$ cat src/rtl/dsp_pkg.sv
// Shared constants for the DSP slice: operand-select encodings, OPMODE bit positions
// and the default datapath width.
package dsp_pkg;

    localparam int unsigned DSP_WIDTH = 48;

    localparam logic [1:0] X_ZERO = 2'b00;
    localparam logic [1:0] X_M    = 2'b01;
    localparam logic [1:0] X_P    = 2'b10;
    localparam logic [1:0] X_DAB  = 2'b11;

    localparam logic [1:0] Z_ZERO = 2'b00;
    localparam logic [1:0] Z_PCIN = 2'b01;
    localparam logic [1:0] Z_P    = 2'b10;
    localparam logic [1:0] Z_C    = 2'b11;

    localparam int unsigned OP_X_LSB = 0;
    localparam int unsigned OP_Z_LSB = 2;
    localparam int unsigned OP_SUB   = 7;

endpackage

$ cat src/rtl/dsp_en_reg.sv
// Clock-enabled register with asynchronous active-low reset to zero.
// Reset wins over the enable.
module dsp_en_reg #(
    parameter int unsigned W = 1
) (
    input  logic         clk,
    input  logic         rst_n,
    input  logic         en,
    input  logic [W-1:0] d,
    output logic [W-1:0] q
);

    logic [W-1:0] q_d, q_q;

    always_comb begin
        q_d = q_q;
        if (en) begin
            q_d = d;
        end
    end

    always_ff @(posedge clk or negedge rst_n) begin
        if (!rst_n) begin
            q_q <= '0;
        end else begin
            q_q <= q_d;
        end
    end

    assign q = q_q;

endmodule

$ cat src/rtl/dsp_opnd_mux.sv
// 4:1 operand selector used for both the X and Z post-adder inputs.
module dsp_opnd_mux #(
    parameter int unsigned WIDTH = 48
) (
    input  logic [1:0]       sel,
    input  logic [WIDTH-1:0] in0,
    input  logic [WIDTH-1:0] in1,
    input  logic [WIDTH-1:0] in2,
    input  logic [WIDTH-1:0] in3,
    output logic [WIDTH-1:0] out
);

    always_comb begin
        out = '0;
        unique case (sel)
            2'd0:    out = in0;
            2'd1:    out = in1;
            2'd2:    out = in2;
            default: out = in3;
        endcase
    end

endmodule

$ cat src/rtl/dsp_post_adder_acc.sv
// DSP slice post-adder/accumulator: Z +/- (X + CIN) with optional P and CARRYOUT
// registers, P feedback for multiply-accumulate, and cascade outputs.
module dsp_post_adder_acc
    import dsp_pkg::*;
#(
    parameter int unsigned PREG        = 1,
    parameter int unsigned CARRYOUTREG = 1,
    parameter int unsigned WIDTH       = DSP_WIDTH
) (
    input  logic              clk,
    input  logic              rst_n,
    input  logic              cep,
    input  logic              cecarryin,
    input  logic [WIDTH-13:0] m,
    input  logic [WIDTH-1:0]  dab,
    input  logic [WIDTH-1:0]  c,
    input  logic [WIDTH-1:0]  pcin,
    input  logic              cin,
    input  logic [7:0]        opmode,
    output logic [WIDTH-1:0]  p,
    output logic [WIDTH-1:0]  pcout,
    output logic              carryout,
    output logic              carryoutf,
    output logic              illegal_op
);

    logic [1:0]       x_sel, z_sel;
    logic [WIDTH-1:0] p_fb, x_opnd, z_opnd, p_next;
    logic [WIDTH:0]   x_ext, z_ext, cin_ext, r;
    logic             co_next, p_selected;
    logic             unused_inputs;

    assign x_sel      = opmode[OP_X_LSB +: 2];
    assign z_sel      = opmode[OP_Z_LSB +: 2];
    assign p_selected = (x_sel == X_P) || (z_sel == Z_P);

    dsp_opnd_mux #(.WIDTH(WIDTH)) u_x_mux (
        .sel (x_sel),
        .in0 ('0),
        .in1 ({12'b0, m}),
        .in2 (p_fb),
        .in3 (dab),
        .out (x_opnd)
    );

    dsp_opnd_mux #(.WIDTH(WIDTH)) u_z_mux (
        .sel (z_sel),
        .in0 ('0),
        .in1 (pcin),
        .in2 (p_fb),
        .in3 (c),
        .out (z_opnd)
    );

    // One extra bit carries the add carry-out, or the borrow when subtracting.
    always_comb begin
        x_ext   = {1'b0, x_opnd};
        z_ext   = {1'b0, z_opnd};
        cin_ext = {{WIDTH{1'b0}}, cin};
        if (opmode[OP_SUB]) begin
            r = z_ext - (x_ext + cin_ext);
        end else begin
            r = z_ext + x_ext + cin_ext;
        end
    end

    assign p_next  = r[WIDTH-1:0];
    assign co_next = r[WIDTH];

    if (PREG != 0) begin : g_preg
        logic [WIDTH-1:0] p_q;

        dsp_en_reg #(.W(WIDTH)) u_p_reg (
            .clk   (clk),
            .rst_n (rst_n),
            .en    (cep),
            .d     (p_next),
            .q     (p_q)
        );

        assign p_fb       = p_q;
        assign p          = p_q;
        assign illegal_op = 1'b0;
    end else begin : g_pcomb
        logic illegal_d, illegal_q;

        // Without a P register there is nothing legal to feed back.
        assign p_fb = '0;
        assign p    = p_next;

        always_comb begin
            illegal_d = illegal_q | p_selected;
        end

        always_ff @(posedge clk or negedge rst_n) begin
            if (!rst_n) begin
                illegal_q <= 1'b0;
            end else begin
                illegal_q <= illegal_d;
            end
        end

        assign illegal_op = illegal_q;
    end

    if (CARRYOUTREG != 0) begin : g_coreg
        logic co_q;

        dsp_en_reg #(.W(1)) u_co_reg (
            .clk   (clk),
            .rst_n (rst_n),
            .en    (cecarryin),
            .d     (co_next),
            .q     (co_q)
        );

        assign carryout = co_q;
    end else begin : g_cocomb
        assign carryout = co_next;
    end

    assign pcout     = p;
    assign carryoutf = carryout;

    assign unused_inputs = ^{opmode[6:4], cep, cecarryin, p_selected};

endmodule

$ cat config.mk
export PLATFORM = sky130hd
export DESIGN_NAME = dsp_post_adder_acc
export DESIGN_NICKNAME = d
export VERILOG_FILES = /design/src/rtl/dsp_pkg.sv /design/src/rtl/dsp_en_reg.sv /design/src/rtl/dsp_opnd_mux.sv /design/src/rtl/dsp_post_adder_acc.sv
export SDC_FILE = /design/constraint.sdc
export NUM_CORES = 1
export LEC_CHECK = 0
export BUFFER_PORTS_ARGS = -buffer_cell sky130_fd_sc_hd__buf_2
export CAP_MARGIN = 10
export CORE_ASPECT_RATIO = 0.7
export CORE_MARGIN = 8
export CORE_UTILIZATION = 50
export DETAILED_ROUTE_END_ITERATION = 10
export HOLD_SLACK_MARGIN = 0.05
export MAX_ROUTING_LAYER = met4
export PLACE_DENSITY = 0.8
export SYNTH_ARGS = -nofsm -noshare
export SYNTH_HDL_FRONTEND = slang
export SYNTH_SLANG_ARGS = --single-unit
$ cat constraint.sdc
create_clock -name clk -period 3.4 [get_ports clk]
set_input_delay 0.34 -clock clk [delete_from_list [all_inputs] [get_ports clk]]
set_output_delay 0.34 -clock clk [all_outputs]
set_load 0.01 [all_outputs]
==> run metrics <==
clock slew at reported path FFs 80 ps; Max-slew headroom 0.486; syn_area_per_cell 7.71 µm²; fin crit share 1.13; # nets final 2292; failing checks negative setup slack; n_diodes 0; status complete, but fails checks; Highest Signal Layer met4; RD Place Congestion 0.965; clock buffer depth 2; HP Class in2async; Netlist cell types 82; Port Buf Inserts 287; Async S/R FF share, synth 1.00; ys flop type dfrtp_1; Final ANT Viol Nets 0; global-route wire length before repair 69900 µm; crit path max fanout 10; final setup vio count 38; number of synthesized flops with an enable pin 0; Gate Count Post-Synth 1410; core area 21500 µm²; RSZ-0062 raised after global routing yes; area delta synth->final 49.9%; vias in the first global route 13018; die area 26800 µm²; Critical Path AT 4030 ps; area of the mapped netlist 10900 µm²; post-DP HPWL 36100 µm; DRT met1 WL 20800 µm; WL/cell 20.3 µm; Starting DRT DRC Count 1265; Max rail drop VDD 400 µV; power density over the cells 737 nW/µm²; H-tree depth 2; final wirelength 45500 µm; PnR worst setup slack -430 ps; multi-input logic area 9710 µm²; DRC violations left 0; synth top area cells ha_1 (16%), dfrtp_1 (11%), mux2_2 (8.1%); Tot GR Track Use 0.328; cell taking the most area after synthesis ha_1; shortest period the worst path allows 3830 ps; boundary pin count 292; clk_lat worst skew 310 ps; vias 13215; largest net degree at the start of global routing 53; Die H 139 µm; vias per cell 5.90; CTS buffer count 5; CP Class in2reg; Slew Limit Fails 0; CTS tree built; Leak 8.11 nW; Chip Width 192 µm; Root Driver clkbuf_16; Synth Register Bits 49; worst slack, placed -790 ps; First-pass DRT Iterations 6; gr ovfl total 0; sequential fraction of the synthesis area 0.113; post-synth top area share 0.161; Initial Utilization 0.505; # clock sinks 49; met3 WL post-DR 3870 µm; FF/Latch Area 1230 µm²; routed wl met2 19800 µm; clock skew 9.61 ps; worst slew pin tran 768 ps; synth warn 0; Cell Rows 45; count leader, synth ha_1; crit end category flip-flop; Layout fillers 1706; Fin. Hold Viols 0; Commonest cells post-synth ha_1 (140), inv_1 (119), a21oi_1 (114); Worst Path Required 3600 ps; max-cap violations 0; reg2reg start g_preg.u_p_reg.q[0]; fin util 0.757; fmax 261 MHz; beginning of the critical path opmode[0]; net count after synthesis 1745; ratio of cells with drive above 1 in the final layout 0.477; CP Launch Type input port; initial antenna violation count 0
==> final timing paths <==
check / to / slack [ps] / cells past startpoint
worst max-delay path: g_preg.u_p_reg.q[46] / -430 / 16
worst min-delay path: g_preg.u_p_reg.q[5] / 90 / 1
worst max register to register: g_preg.u_p_reg.q[46] / -410 / 17
worst min register to register: g_preg.u_p_reg.q[30] / 580 / 1
max in group asynchronous: g_preg.u_p_reg.q[43] / 2590 / 2
min in group clk: g_coreg.u_co_reg.q / 280 / 2
==> cells in the final DEF (no fill, tap or decap), types with 38 or more instances in the layout <==
cell type | netlist | routed
buf_4 | 51 | 354
o21ai_0 | 54 | 38
a21oi_1 | 114 | 85
dfrtp_1 | 49 | 48
nor2_1 | 106 | 94
a21o_1 | 54 | 54
xnor2_1 | 44 | 41
mux2_2 | 78 | 77
a22o_1 | 84 | 84
nand2_1 | 98 | 94
ha_1 | 140 | 103
buf_2 | 6 | 285
inv_1 | 119 | 118
==> timing repair <==
item	CTS	global route
setup endpoints to repair	40	40
hold buffers	0	0
gates resized for setup	67	74
gates cloned	1	1
pin swaps	55	67
buffers inserted	16	19
==> power breakdown <==
group,total [mW],internal (mW),switching [mW]
logic,10.3,5.07,5.24
registers,1.12,0.859,0.257
clock network,0.579,0.292,0.286
total,12.0,6.22,5.78
==> metrics by stage <==
step | cell area (µm²) | power, mW | instances | hold slack (ps) | setup TNS [ps]
floorplan | 11600 | 6.82 | 1410 | 44.4 | -3910
global placement | 15200 | 10.2 | 2198 | 443 | -19590
detailed placement | 15200 | 10.3 | 2198 | 442 | -22120
CTS | 15800 | 11.3 | 2220 | 105 | -8230
global route | 16300 | 12.8 | 2239 | 132 | -16270
finish | 16300 | 12.0 | 2239 | 87.8 | -11000
==> critical path: stages <==
cell	delay, ps
buf_4	200
buf_6	190
buf_4	180
mux2_2	340
a22o_1	210
ha_1	370
buf_4	150
and3_1	210
or4b_4	520
a211oi_2	250
o21a_4	230
o21ai_4	90
a21oi_2	200
o21ai_2	80
nor4b_2	160
a211o_1	290
==> state kept, by name, summed over array words and instances, names as in the netlist <==
signal / cells
g_preg.u_p_reg.q: 48
g_coreg.u_co_reg.q: 1
==> area by class of cell <==
cell class,instances,share of cell area
Tap cell,282,0.0217
Multi-Input combinational cell,1122,0.596
Inverter,119,0.0274
Sequential cell,49,0.0754
Timing Repair Buffer,660,0.270
Clock buffer,7,0.00876
==> cell families after synthesis <==
family | count (synthesis) | share of synthesized area
XOR/XNOR | 76 | 0.0613
AO/OA/AOI/OAI | 454 | 0.300
other | 1 | 0.000345
adder cells (fa/ha/maj) | 142 | 0.165
multiplexers | 109 | 0.110
flip-flops | 49 | 0.113
AND/OR/NAND/NOR | 340 | 0.149
buffers and inverters | 239 | 0.102
==> layer usage <==
layer / GRT usage / up-vias
met5: - / -
met1: 0.459 / 6320
met3: 0.0427 / 73
met4: 0.0750 / 0
li1: - / 6135
met2: 0.494 / 687
No activity file was read; power rests on OpenSTA's default activity.
